$ cat src/rtl/id_ex_stage_pkg.sv
// Shared constants for the ID/EX stage: datapath widths and the opcodes
// that the load-use hazard logic needs to recognise.
package id_ex_stage_pkg;

    localparam int DATA_W = 16;
    localparam int REG_W  = 3;

    typedef logic [4:0] opcode_t;

    localparam opcode_t OP_LD   = 5'b10001;
    localparam opcode_t OP_ST   = 5'b10000;
    localparam opcode_t OP_STU  = 5'b10011;
    localparam opcode_t OP_LBI  = 5'b11000;
    localparam opcode_t OP_JR   = 5'b00101;
    localparam opcode_t OP_JALR = 5'b00111;

endpackage

$ cat src/rtl/id_ex_stage_if.sv
// Decode-side inputs and EX-side outputs of the ID/EX pipeline register.
interface id_ex_stage_if #(
    parameter int DW = 16,
    parameter int RW = 3
);
    logic          if_valid;
    logic [DW-1:0] if_instr;
    logic [DW-1:0] if_pc_plus2;
    logic [RW-1:0] dec_w1_reg;
    logic          dec_reg_en;
    logic          dec_b_sel;
    logic          dec_mem_en;
    logic          dec_mem_wr;
    logic [DW-1:0] rd1_data;
    logic [DW-1:0] rd2_data;
    logic          ex_stall;
    logic          ex_flush;

    logic          ex_valid;
    logic [DW-1:0] ex_instr;
    logic [DW-1:0] ex_pc_plus2;
    logic [DW-1:0] ex_a;
    logic [DW-1:0] ex_b;
    logic [RW-1:0] ex_w1_reg;
    logic          ex_reg_en;
    logic          ex_b_sel;
    logic          ex_mem_en;
    logic          ex_mem_wr;
    logic          id_stall;

    modport master (
        output if_valid, if_instr, if_pc_plus2, dec_w1_reg, dec_reg_en,
               dec_b_sel, dec_mem_en, dec_mem_wr, rd1_data, rd2_data,
               ex_stall, ex_flush,
        input  ex_valid, ex_instr, ex_pc_plus2, ex_a, ex_b, ex_w1_reg,
               ex_reg_en, ex_b_sel, ex_mem_en, ex_mem_wr, id_stall
    );

    modport slave (
        input  if_valid, if_instr, if_pc_plus2, dec_w1_reg, dec_reg_en,
               dec_b_sel, dec_mem_en, dec_mem_wr, rd1_data, rd2_data,
               ex_stall, ex_flush,
        output ex_valid, ex_instr, ex_pc_plus2, ex_a, ex_b, ex_w1_reg,
               ex_reg_en, ex_b_sel, ex_mem_en, ex_mem_wr, id_stall
    );

endinterface

$ cat src/rtl/id_ex_stage_hazard.sv
// Load-use hazard detection: does the instruction in decode read the
// register that the load currently in EX is about to write?
module id_hazard_det
    import id_ex_stage_pkg::*;
#(
    parameter int RW = REG_W
) (
    input  logic          if_valid,
    input  opcode_t       op,
    input  logic [RW-1:0] rs,
    input  logic [RW-1:0] rt,
    input  logic          ex_valid,
    input  logic          ex_reg_en,
    input  logic          ex_mem_en,
    input  logic          ex_mem_wr,
    input  logic [RW-1:0] ex_w1_reg,
    output logic          hazard
);

    logic rs_used;
    logic rt_used;
    logic ex_is_load;

    always_comb begin
        rs_used    = ((op[4:3] != 2'b00) && (op != OP_LBI))
                     || (op == OP_JR) || (op == OP_JALR);
        rt_used    = (op == 5'b11010) || (op == 5'b11011) || (op[4:2] == 3'b111)
                     || (op == OP_ST) || (op == OP_STU);
        ex_is_load = ex_valid & ex_mem_en & ~ex_mem_wr & ex_reg_en;
        hazard     = if_valid & ex_is_load
                     & ((rs_used & (rs == ex_w1_reg)) | (rt_used & (rt == ex_w1_reg)));
    end

endmodule

$ cat src/rtl/id_ex_stage.sv
// ID/EX pipeline register with load-use bubble insertion, downstream stall,
// branch flush and a saturating bubble counter.
module id_ex_stage
    import id_ex_stage_pkg::*;
#(
    parameter int DW = DATA_W,
    parameter int RW = REG_W,
    parameter int CW = 16
) (
    input  logic          clk,
    input  logic          rst,
    id_ex_stage_if.slave  bus,
    output logic [CW-1:0] bubble_cnt
);

    logic hazard;

    id_hazard_det #(.RW(RW)) u_hazard (
        .if_valid  (bus.if_valid),
        .op        (bus.if_instr[DW-1 -: 5]),
        .rs        (bus.if_instr[DW-6 -: RW]),
        .rt        (bus.if_instr[DW-6-RW -: RW]),
        .ex_valid  (bus.ex_valid),
        .ex_reg_en (bus.ex_reg_en),
        .ex_mem_en (bus.ex_mem_en),
        .ex_mem_wr (bus.ex_mem_wr),
        .ex_w1_reg (bus.ex_w1_reg),
        .hazard    (hazard)
    );

    // A flush overrides a pending stall so fetch can redirect immediately.
    assign bus.id_stall = ~bus.ex_flush & (bus.ex_stall | hazard);

    always_ff @(posedge clk) begin
        if (!rst) begin
            bus.ex_valid    <= 1'b0;
            bus.ex_instr    <= '0;
            bus.ex_pc_plus2 <= '0;
            bus.ex_a        <= '0;
            bus.ex_b        <= '0;
            bus.ex_w1_reg   <= '0;
            bus.ex_reg_en   <= 1'b0;
            bus.ex_b_sel    <= 1'b0;
            bus.ex_mem_en   <= 1'b0;
            bus.ex_mem_wr   <= 1'b0;
            bubble_cnt      <= '0;
        end else if (bus.ex_flush) begin
            bus.ex_valid  <= 1'b0;
            bus.ex_reg_en <= 1'b0;
            bus.ex_mem_en <= 1'b0;
            bus.ex_mem_wr <= 1'b0;
        end else if (bus.ex_stall) begin
            bus.ex_valid <= bus.ex_valid;
        end else if (hazard) begin
            bus.ex_valid  <= 1'b0;
            bus.ex_reg_en <= 1'b0;
            bus.ex_mem_en <= 1'b0;
            bus.ex_mem_wr <= 1'b0;
            if (bubble_cnt != '1)
                bubble_cnt <= bubble_cnt + 1'b1;
        end else begin
            bus.ex_valid    <= bus.if_valid;
            bus.ex_instr    <= bus.if_instr;
            bus.ex_pc_plus2 <= bus.if_pc_plus2;
            bus.ex_a        <= bus.rd1_data;
            bus.ex_b        <= bus.rd2_data;
            bus.ex_w1_reg   <= bus.dec_w1_reg;
            bus.ex_b_sel    <= bus.dec_b_sel;
            // Gate side-effecting controls so an empty slot never writes.
            bus.ex_reg_en   <= bus.if_valid & bus.dec_reg_en;
            bus.ex_mem_en   <= bus.if_valid & bus.dec_mem_en;
            bus.ex_mem_wr   <= bus.if_valid & bus.dec_mem_wr;
        end
    end

endmodule

$ cat src/flat_wrapper.sv
// flat-port wrapper written by rule: the top's interface ports become plain ports
module id_ex_stage_flat import id_ex_stage_pkg::*;
#(
    parameter int DW = DATA_W,
    parameter int RW = REG_W,
    parameter int CW = 16
)
  (clk, rst, bubble_cnt, bus_if_valid, bus_if_instr, bus_if_pc_plus2, bus_dec_w1_reg, bus_dec_reg_en, bus_dec_b_sel, bus_dec_mem_en, bus_dec_mem_wr, bus_rd1_data, bus_rd2_data, bus_ex_stall, bus_ex_flush, bus_ex_valid, bus_ex_instr, bus_ex_pc_plus2, bus_ex_a, bus_ex_b, bus_ex_w1_reg, bus_ex_reg_en, bus_ex_b_sel, bus_ex_mem_en, bus_ex_mem_wr, bus_id_stall);
  id_ex_stage_if #(.DW(DW), .RW(RW)) bus_i ();
  input  logic clk;
  input  logic rst;
  output logic [CW-1:0] bubble_cnt;
  input wire logic [$bits(bus_i.if_valid)-1:0] bus_if_valid;
  input wire logic [$bits(bus_i.if_instr)-1:0] bus_if_instr;
  input wire logic [$bits(bus_i.if_pc_plus2)-1:0] bus_if_pc_plus2;
  input wire logic [$bits(bus_i.dec_w1_reg)-1:0] bus_dec_w1_reg;
  input wire logic [$bits(bus_i.dec_reg_en)-1:0] bus_dec_reg_en;
  input wire logic [$bits(bus_i.dec_b_sel)-1:0] bus_dec_b_sel;
  input wire logic [$bits(bus_i.dec_mem_en)-1:0] bus_dec_mem_en;
  input wire logic [$bits(bus_i.dec_mem_wr)-1:0] bus_dec_mem_wr;
  input wire logic [$bits(bus_i.rd1_data)-1:0] bus_rd1_data;
  input wire logic [$bits(bus_i.rd2_data)-1:0] bus_rd2_data;
  input wire logic [$bits(bus_i.ex_stall)-1:0] bus_ex_stall;
  input wire logic [$bits(bus_i.ex_flush)-1:0] bus_ex_flush;
  output wire logic [$bits(bus_i.ex_valid)-1:0] bus_ex_valid;
  output wire logic [$bits(bus_i.ex_instr)-1:0] bus_ex_instr;
  output wire logic [$bits(bus_i.ex_pc_plus2)-1:0] bus_ex_pc_plus2;
  output wire logic [$bits(bus_i.ex_a)-1:0] bus_ex_a;
  output wire logic [$bits(bus_i.ex_b)-1:0] bus_ex_b;
  output wire logic [$bits(bus_i.ex_w1_reg)-1:0] bus_ex_w1_reg;
  output wire logic [$bits(bus_i.ex_reg_en)-1:0] bus_ex_reg_en;
  output wire logic [$bits(bus_i.ex_b_sel)-1:0] bus_ex_b_sel;
  output wire logic [$bits(bus_i.ex_mem_en)-1:0] bus_ex_mem_en;
  output wire logic [$bits(bus_i.ex_mem_wr)-1:0] bus_ex_mem_wr;
  output wire logic [$bits(bus_i.id_stall)-1:0] bus_id_stall;
  assign bus_i.if_valid = bus_if_valid;
  assign bus_i.if_instr = bus_if_instr;
  assign bus_i.if_pc_plus2 = bus_if_pc_plus2;
  assign bus_i.dec_w1_reg = bus_dec_w1_reg;
  assign bus_i.dec_reg_en = bus_dec_reg_en;
  assign bus_i.dec_b_sel = bus_dec_b_sel;
  assign bus_i.dec_mem_en = bus_dec_mem_en;
  assign bus_i.dec_mem_wr = bus_dec_mem_wr;
  assign bus_i.rd1_data = bus_rd1_data;
  assign bus_i.rd2_data = bus_rd2_data;
  assign bus_i.ex_stall = bus_ex_stall;
  assign bus_i.ex_flush = bus_ex_flush;
  assign bus_ex_valid = bus_i.ex_valid;
  assign bus_ex_instr = bus_i.ex_instr;
  assign bus_ex_pc_plus2 = bus_i.ex_pc_plus2;
  assign bus_ex_a = bus_i.ex_a;
  assign bus_ex_b = bus_i.ex_b;
  assign bus_ex_w1_reg = bus_i.ex_w1_reg;
  assign bus_ex_reg_en = bus_i.ex_reg_en;
  assign bus_ex_b_sel = bus_i.ex_b_sel;
  assign bus_ex_mem_en = bus_i.ex_mem_en;
  assign bus_ex_mem_wr = bus_i.ex_mem_wr;
  assign bus_id_stall = bus_i.id_stall;
  id_ex_stage #(.DW(DW), .RW(RW), .CW(CW)) u_core (.clk(clk), .rst(rst), .bus(bus_i), .bubble_cnt(bubble_cnt));
endmodule
$ cat config.mk
export PLATFORM = sky130hd
export DESIGN_NAME = id_ex_stage_flat
export DESIGN_NICKNAME = d
export VERILOG_FILES = /design/src/rtl/id_ex_stage_pkg.sv /design/src/rtl/id_ex_stage_if.sv /design/src/rtl/id_ex_stage_hazard.sv /design/src/rtl/id_ex_stage.sv /design/src/flat_wrapper.sv
export SDC_FILE = /design/constraint.sdc
export NUM_CORES = 1
export LEC_CHECK = 0
export BUFFER_PORTS_ARGS = -buffer_cell sky130_fd_sc_hd__buf_4
export CAP_MARGIN = 25
export CORE_ASPECT_RATIO = 1.75
export CORE_UTILIZATION = 38
export DETAILED_ROUTE_END_ITERATION = 8
export GPL_TIMING_DRIVEN = 0
export PLACE_DENSITY = 0.78
export SKIP_CTS_REPAIR_TIMING = 1
export SLEW_MARGIN = 0
export SYNTH_ARGS = -nofsm -noshare
export SYNTH_HDL_FRONTEND = slang
export SYNTH_SLANG_ARGS = --single-unit
$ cat constraint.sdc
create_clock -name clk -period 2.1 [get_ports clk]
set_input_delay 0.105 -clock clk [delete_from_list [all_inputs] [get_ports clk]]
set_output_delay 0.105 -clock clk [all_outputs]
set_load 0.005 [all_outputs]
==> results of run 1 <==
[per-stage QoR]
stage	total power, mW	hold slack [ns]
2_1_floorplan	1.949	0.2375
3_3_place_gp	2.199	0.3527
3_5_place_dp	2.212	0.3635
4_1_cts	4.044	0.003336
5_1_grt	4.164	0.008021
6_report	4.012	0.008340
[worst max-delay path, stage by stage (launching register included)]
cell and delay (ns):
dfxtp_4 0.37, xor2_4 0.16, nor4_4 0.31, o211a_1 0.24
o211ai_2 0.14, buf_6 0.16, or4_4 0.47, a21oi_2 0.14
[area by class of cell]
type | count | area share
buffer | 25 | 0.02367
clock buffer | 11 | 0.04593
clock inverter | 5 | 0.01965
inverter | 5 | 0.003551
multi-input combinational | 315 | 0.3054
sequential | 88 | 0.3345
tap | 117 | 0.02770
timing repair buffer | 169 | 0.2396
[worst max-delay path by stage]
stage / startpoint / to / cells after the start
global route: u_core.bus.ex_w1_reg[1]$_SDFFE_PN0P_ / u_core.bubble_cnt[11]$_SDFFE_PN0P_ / 7
finish: u_core.bus.ex_w1_reg[1]$_SDFFE_PN0P_ / u_core.bubble_cnt[11]$_SDFFE_PN0P_ / 7
detailed placement: u_core.bus.ex_w1_reg[2]$_SDFFE_PN0P_ / u_core.bus.ex_a[10]$_SDFFE_PN0P_ / 8
floorplan: u_core.bus.ex_w1_reg[2]$_SDFFE_PN0P_ / u_core.bubble_cnt[11]$_SDFFE_PN0P_ / 7
global placement: u_core.bus.ex_w1_reg[2]$_SDFFE_PN0P_ / u_core.bus.ex_a[4]$_SDFFE_PN0P_ / 8
CTS: u_core.bus.ex_w1_reg[2]$_SDFFE_PN0P_ / u_core.bus.ex_a[10]$_SDFFE_PN0P_ / 8
[synthesized netlist by cell type]
| cell | count | share of area |
|---|---|---|
| nand2b_1 | 2 | 0.0037 |
| and3_1 | 2 | 0.0037 |
| o21ai_1 | 10 | 0.015 |
| mux2i_1 | 1 | 0.0029 |
| dfxtp_1 | 88 | 0.52 |
| o211a_1 | 1 | 0.0029 |
| o211ai_2 | 1 | 0.0037 |
| ha_1 | 1 | 0.0037 |
| buf_2 | 5 | 0.0074 |
| inv_2 | 1 | 0.0011 |
| nor3b_1 | 1 | 0.0022 |
| buf_6 | 1 | 0.0033 |
| o21bai_1 | 1 | 0.0022 |
| a21oi_1 | 80 | 0.12 |
| nor2_1 | 14 | 0.015 |
| nand2_1 | 148 | 0.16 |
| a32oi_1 | 3 | 0.0077 |
| clkbuf_1 | 17 | 0.019 |
| nand4_1 | 3 | 0.0055 |
| nor4_1 | 1 | 0.0018 |
| or3_1 | 8 | 0.015 |
| nor4bb_1 | 1 | 0.0029 |
| o31ai_1 | 4 | 0.0088 |
| inv_1 | 4 | 0.0044 |
| nand3_1 | 9 | 0.013 |
| nor2b_1 | 1 | 0.0018 |
| or4b_1 | 1 | 0.0029 |
| xor2_1 | 8 | 0.021 |
| nor3_1 | 6 | 0.0088 |
| o211ai_1 | 1 | 0.0022 |
| nand3b_1 | 1 | 0.0022 |
| buf_1 | 3 | 0.0033 |
| or4_1 | 4 | 0.0088 |
| nor4_2 | 1 | 0.0037 |
| a22oi_1 | 1 | 0.0022 |
[cells by family (layout without fill, tap and decap cells)]
group | Yosys count | count (layout) | synth area share
xor gates and xnor gates | 8 | 8 | 0.02059
AOI/OAI and AO/OA | 102 | 102 | 0.1621
DFF | 88 | 88 | 0.5176
muxes | 1 | 1 | 0.002941
adders and majority gates | 1 | 1 | 0.003676
and+or+nand+nor | 203 | 203 | 0.2548
buffers and inverters | 31 | 215 | 0.03823
[placed cells by master, fill, tap and decap left out, types with 7 or more instances in the layout]
cell type / n
a21oi_1: 76
buf_4: 169
clkbuf_1: 16
clkbuf_16: 9
dfxtp_1: 85
nand2_1: 148
nand3_1: 8
nor2_1: 13
o21ai_1: 9
or3_1: 7
xor2_1: 7
[report_power, final]
| part | leakage [nW] | internal [mW] | switching, mW |
|---|---|---|---|
| registers | 0.719 | 1.73 | 0.0347 |
| clock network | 0.170 | 1.19 | 0.631 |
| logic | 1.33 | 0.226 | 0.195 |
[routing by layer]
metal  global-route usage  wire length, um  part of all wire
met3              0.05442              570             0.056
met1               0.2289             3731              0.37
met5                    0                0                 0
met4              0.09729              380             0.037
met2               0.3869             5518              0.54
==> metrics, run 1 <==
outcome=complete, no violations; die width=73.54 um; TritonCTS Buffers=9; number of fill cells in the layout=792; hold endpoint=u_core.bus.ex_w1_reg[0]$_SDFFE_PN0P_; total wire length=10.20 mm; Synth cell types=35; Slew HR=0.6072; R2R cell count=7; Util after Layout=0.6095; Core Region=0.008671 mm2; die area=0.009354 mm2; via count=3,670; Placer Congestion=0.8553; Setup WS post-layout=0.03824 ns; Ports=165; grt ovf=0; synthesized cell area=0.003403 mm2; Syn Area/Cell=7.842 um2; Mapped Cells=434; reg2reg end=u_core.bubble_cnt[11]$_SDFFE_PN0P_; Tcrit/Tclk final=0.9818; Worst Hold Class=primary input to flop; reg2reg start=u_core.bus.ex_w1_reg[1]$_SDFFE_PN0P_; CTS Buffer Depth=2; Iteration-0 DRC Markers=125; fraction of layout cells with a size suffix above 1=0.3528; Layout Skew=0.003868 ns; FMAX=485.0 MHz; die height=127.2 um; TNS Setup=0 ns; area of the multi-input gates=0.001614 mm2; Setup crit end kind=flop; PortBufs=164; Final Hold Viols=0; Seq. cell area=0.001768 mm2; dpl ws=-0.2025 ns; CP Data Required Time=2.36 ns; largest net degree at the start of global routing=15; Final ANT Viol Nets=0; reg-to-reg setup timing slack=0.04 ns; DRC viols=0; first drt pass iteration count=4; Hold Path Origin=bus_dec_w1_reg[0]; worst-path fanout max=5; clock-pin transition on the worst setup and hold timing paths=0.06 ns; H-Tree Depth=3; root buffer cell=clkbuf_16; Non-Filler Instances=735; Area growth syn-to-layout=55.29%; # setup viols final=0; CP arrival=2.33 ns; Post-Place Cell Area=0.004781 mm2; Seq/Total Area, Yosys=0.5176; Period minus WS final=2.062 ns; CP Class=flop to flop; measured slew at the worst slew-check pin=0.5892 ns; power per cell area=759.1 mW/mm2; HPWL after DPL=7.775 mm; DR WL/cell=13.88 um; Worst VDD drop=0.5334 mV; Startpoint Class=flop; Static Leak=2.217 nW; via/cell ratio=4.993; Max Slew Vio Count=0; final instance area=0.005285 mm2; placed cells=715; total clock sinks=88; CTS tree=done; initial antenna violation count=0; Hold Path Cell Cnt=3; RSZ-0062 raised after global routing=yes; FF+latch count, synth=88; vias in the first global route=3,288; first-pass GRT wire length=15.48 mm; fin nets=690; Skew-Pair Late Insertion Delay=0.34 ns; Initial Util=0.3925; row count=45; Synth Warn #=0; # diodes=0; post-synthesis net count=511; max cap viols=0; total track usage=0.2153
Power figures use the tool's default switching activity.
==> inputs of run 2 (changes only) <==
Settings changed: CTS_BUF_LIST from default to sky130_fd_sc_hd__clkbuf_16.
==> run 2 against run 1 <==
  * Combinational power about the same
  * Wire length up 0.12%
  * Sequential share of layout area up 0.063 points
  * Critical path type unchanged
==> metrics, run 2 (same netlist as run 1, synthesis figures left out) <==
largest net degree at the start of global routing=15; Period minus WS final=2.061 ns; number of fill cells in the layout=793; R2R cell count=7; TritonCTS Buffers=9; Startpoint Class=flop; via/cell ratio=5.001; Static Leak=2.215 nW; CTS Buffer Depth=2; CTS tree=done; most frequent cells in the layout=buf_4, nand2_1, dfxtp_1, a21oi_1, clkbuf_1; Util after Layout=0.6084; Max Slew Vio Count=0; Area growth syn-to-layout=55.00%; vias in the first global route=3,288; # diodes=0; Seq. cell area=0.001768 mm2; RSZ-0062 raised after global routing=yes; Setup WS post-layout=0.03902 ns; H-Tree Depth=3; total wire length=10.21 mm; root buffer cell=clkbuf_16; fin nets=690; CP Data Required Time=2.37 ns; Slew HR=0.6072; Hold Path Cell Cnt=3; total clock sinks=88; HPWL after DPL=7.775 mm; die height=127.2 um; area of the multi-input gates=0.001614 mm2; Final ANT Viol Nets=0; PortBufs=164; Ports=165; Layout Skew=0.003797 ns; outcome=complete, no violations; Worst Hold Class=primary input to flop; Initial Util=0.3925; total track usage=0.2153; Worst VDD drop=0.5307 mV; first drt pass iteration count=4; Setup crit end kind=flop; dpl ws=-0.2025 ns; total design power=3.972 mW; max cap viols=0; power per cell area=753.0 mW/mm2; Min Hold Slack=0.005405 ns; Placer Congestion=0.8553; worst-path fanout max=5; Final Hold Viols=0; grt ovf=0; CP arrival=2.33 ns; commonest non-fill, non-tap cell in the layout=buf_4; die area=0.009354 mm2; row count=45; Iteration-0 DRC Markers=129; CP Class=flop to flop; first-pass GRT wire length=15.48 mm; # setup viols final=0; measured slew at the worst slew-check pin=0.5892 ns; TNS Setup=0 ns; die width=73.54 um; initial antenna violation count=0; via count=3,676; Tcrit/Tclk final=0.9814; reg-to-reg setup timing slack=0.04 ns; Skew-Pair Late Insertion Delay=0.34 ns; clock-pin transition on the worst setup and hold timing paths=0.06 ns; fraction of layout cells with a size suffix above 1=0.3511; DR WL/cell=13.89 um; DRC viols=0; Core Region=0.008671 mm2; FMAX=485.2 MHz
run 2: layer usage:
layer / part of all wire / global-route usage
met2: 0.54 / 0.3869
met1: 0.37 / 0.2289
met5: 0 / 0
met3: 0.054 / 0.05442
met4: 0.040 / 0.09729
run 2: metrics by stage:
stage	instance area, um2	std cells
finish	5275	735
global route	5275	735
floorplan	3403	434
global placement	4781	715
detailed placement	4781	715
CTS	5117	731
run 2: worst paths after layout:
| check | start | end |
|---|---|---|
| max reg2reg | u_core.bus.ex_w1_reg[1]$_SDFFE_PN0P_ | u_core.bubble_cnt[11]$_SDFFE_PN0P_ |
| max | u_core.bus.ex_w1_reg[1]$_SDFFE_PN0P_ | u_core.bubble_cnt[11]$_SDFFE_PN0P_ |
| min | bus_dec_w1_reg[0] | u_core.bus.ex_w1_reg[0]$_SDFFE_PN0P_ |
| min reg2reg | u_core.bus.ex_instr[7]$_SDFFE_PN0P_ | u_core.bus.ex_instr[7]$_SDFFE_PN0P_ |
run 2: layout make-up:
cell class | instances | share of cell area
plain buffers | 25 | 0.02372
repair buffers | 169 | 0.2400
inverters | 5 | 0.003558
clock inverters | 7 | 0.02111
well taps | 117 | 0.02775
flip-flops and latches | 88 | 0.3352
clock buffers | 9 | 0.04269
multi-input cells | 315 | 0.3060
run 2: worst max-delay path: stages, from the launching register on:
cell and delay [ns]:
dfxtp_4 0.37, xor2_4 0.16, nor4_4 0.31, o211a_1 0.24, o211ai_2 0.14, buf_6 0.16
or4_4 0.47, a21oi_2 0.14
run 2: report_power, final:
part           internal (mW)  switching, mW
sequential              1.73         0.0347
clock                   1.15          0.632
combinational          0.226          0.195
total                   3.11          0.862
==> inputs of run 3 (changes only) <==
Settings changed: CORE_UTILIZATION 38 to 45, PLACE_DENSITY 0.78 to 0.88.
Clock period 2.1 ns to 2.3 ns, I/O delays scaled along.
==> run 3 against run 2 <==
  * Worst hold slack gained 0.021 ns
  * Global-route usage increased by 3.4 points
  * Via count shrank 2.1%
  * Wire length shrank 3.0%
  * Critical path type unchanged
  * Combinational power decreased by 12%
  * Largest power group is now registers
  * Clock-buffer cell count stayed put
  * Highest routed layer unchanged
==> metrics, run 3 (same netlist as run 1, synthesis figures left out) <==
outcome=complete, no violations; total clock sinks=88; Buf/Inv on CP=1; Iteration-0 DRC Markers=148; Final ANT Viol Nets=0; commonest non-fill, non-tap cell in the layout=buf_4; worst-path fanout max=10; crit-path leading delay family=simple AND/OR/NAND/NOR gates; row count=41; fin nets=686; TNS Setup=0 ns; Util after Layout=0.6939; Max Slew Vio Count=0; Layout Skew=0.005245 ns; via/cell ratio=5.149; Post-Place Cell Area=0.004742 mm2; number of fill cells in the layout=582; initial antenna violation count=0; Worst Hold Class=primary input to flop; FMAX=466.5 MHz; total design power=3.458 mW; Hold Path Origin=bus_rd2_data[15]; grt ovf=0; crit path cell chain=xor2_1 > nor4_2 > o211a_1 > o211ai_2 > buf_6 > or4_1 > a21oi_1; first drt pass iteration count=4; die width=67.74 um; final instance area=0.005055 mm2; power per cell area=684.1 mW/mm2; crit path max-delay cell type=or4_1; Setup crit end kind=flop; Hold Path Cell Cnt=3; total track usage=0.2493; CP arrival=2.40 ns; Skew-Pair Late Insertion Delay=0.33 ns; most frequent cells in the layout=buf_4, nand2_1, dfxtp_1, a21oi_1, clkbuf_1; R2R cell count=7; area of the multi-input gates=0.001520 mm2; fraction of layout cells with a size suffix above 1=0.3083; reg2reg end=u_core.bubble_cnt[9]$_SDFFE_PN0P_; # setup viols final=0; Core Region=0.007284 mm2; # diodes=0; via count=3,599; CTS tree=done; total wire length=9.900 mm; first-pass GRT wire length=14.75 mm; reg-to-reg setup timing slack=0.16 ns; PortBufs=164; Final Hold Viols=0; Seq. cell area=0.001762 mm2; CP Class=flop to flop; CP Data Required Time=2.56 ns; Slew HR=0.6624; measured slew at the worst slew-check pin=0.5065 ns; DR WL/cell=14.16 um; root buffer cell=clkbuf_16; HPWL after DPL=7.660 mm; Area growth syn-to-layout=48.53%; die area=0.007928 mm2; hold endpoint=u_core.bus.ex_b[15]$_SDFFE_PN0P_; DRC viols=0; crit-path max cell delay=0.47 ns; Period minus WS final=2.144 ns; max cap viols=0; Min Hold Slack=0.02687 ns; Static Leak=2.157 nW; Startpoint Class=flop; Worst VDD drop=0.5651 mV; Placer Congestion=0.8655; largest net degree at the start of global routing=14; Initial Util=0.4672; clock-pin transition on the worst setup and hold timing paths=0.06 ns; vias in the first global route=3,362; H-Tree Depth=3; reg2reg start=u_core.bus.ex_w1_reg[2]$_SDFFE_PN0P_; TritonCTS Buffers=9; Ports=165; CTS Buffer Depth=2; die height=117.0 um; Tcrit/Tclk final=0.9320
==> run 3: per-layer routing <==
metal	wire [um]	vias up	global-route usage
met5	0	-	0
met3	526	18	0.05717
met2	5607	122	0.4686
met4	229	0	0.1376
met1	3536	1659	0.2376
li1	-	1800	-
==> run 3: power by group <==
group          switching, mW  internal (mW)  leakage [nW]
combinational          0.170          0.200          1.29
sequential            0.0319           1.58         0.717
clock                  0.544          0.931         0.152
==> run 3: worst max-delay path by stage <==
| stage | startpoint | endpoint | slack (ns) | depth (start not counted) |
|---|---|---|---|---|
| floorplan | u_core.bus.ex_w1_reg[2]$_SDFFE_PN0P_ | u_core.bubble_cnt[11]$_SDFFE_PN0P_ | 0.39 | 7 |
| global placement | u_core.bus.ex_w1_reg[2]$_SDFFE_PN0P_ | u_core.bus.ex_pc_plus2[12]$_SDFFE_PN0P_ | 0.14 | 8 |
| detailed placement | u_core.bus.ex_w1_reg[2]$_SDFFE_PN0P_ | u_core.bus.ex_pc_plus2[10]$_SDFFE_PN0P_ | 0.04 | 8 |
| CTS | u_core.bus.ex_w1_reg[2]$_SDFFE_PN0P_ | u_core.bus.ex_pc_plus2[10]$_SDFFE_PN0P_ | 0.02 | 8 |
| global route | u_core.bus.ex_w1_reg[2]$_SDFFE_PN0P_ | u_core.bus.ex_a[4]$_SDFFE_PN0P_ | -0.002 | 8 |
| finish | u_core.bus.ex_w1_reg[2]$_SDFFE_PN0P_ | u_core.bubble_cnt[9]$_SDFFE_PN0P_ | 0.16 | 7 |
==> run 3: area by class of cell <==
class                   count  share of cell area
flip-flops and latches     88              0.3485
well taps                  86             0.02129
inverters                   5            0.003713
plain buffers              26             0.02252
clock inverters             6             0.01510
repair buffers            164              0.2436
multi-input cells         315              0.3007
clock buffers               9             0.04455
==> run 3: metrics by stage <==
step	worst slack, ns	std cells
floorplan	0.3919	434
global placement	0.1433	684
detailed placement	0.03907	684
CTS	0.02264	699
global route	-0.001522	699
finish	0.1563	699
==> run 3: tightest hold or removal path, stage by stage <==
cell and delay, ns:
buf_4 0.11, nand2_1 0.04, a21oi_1 0.05
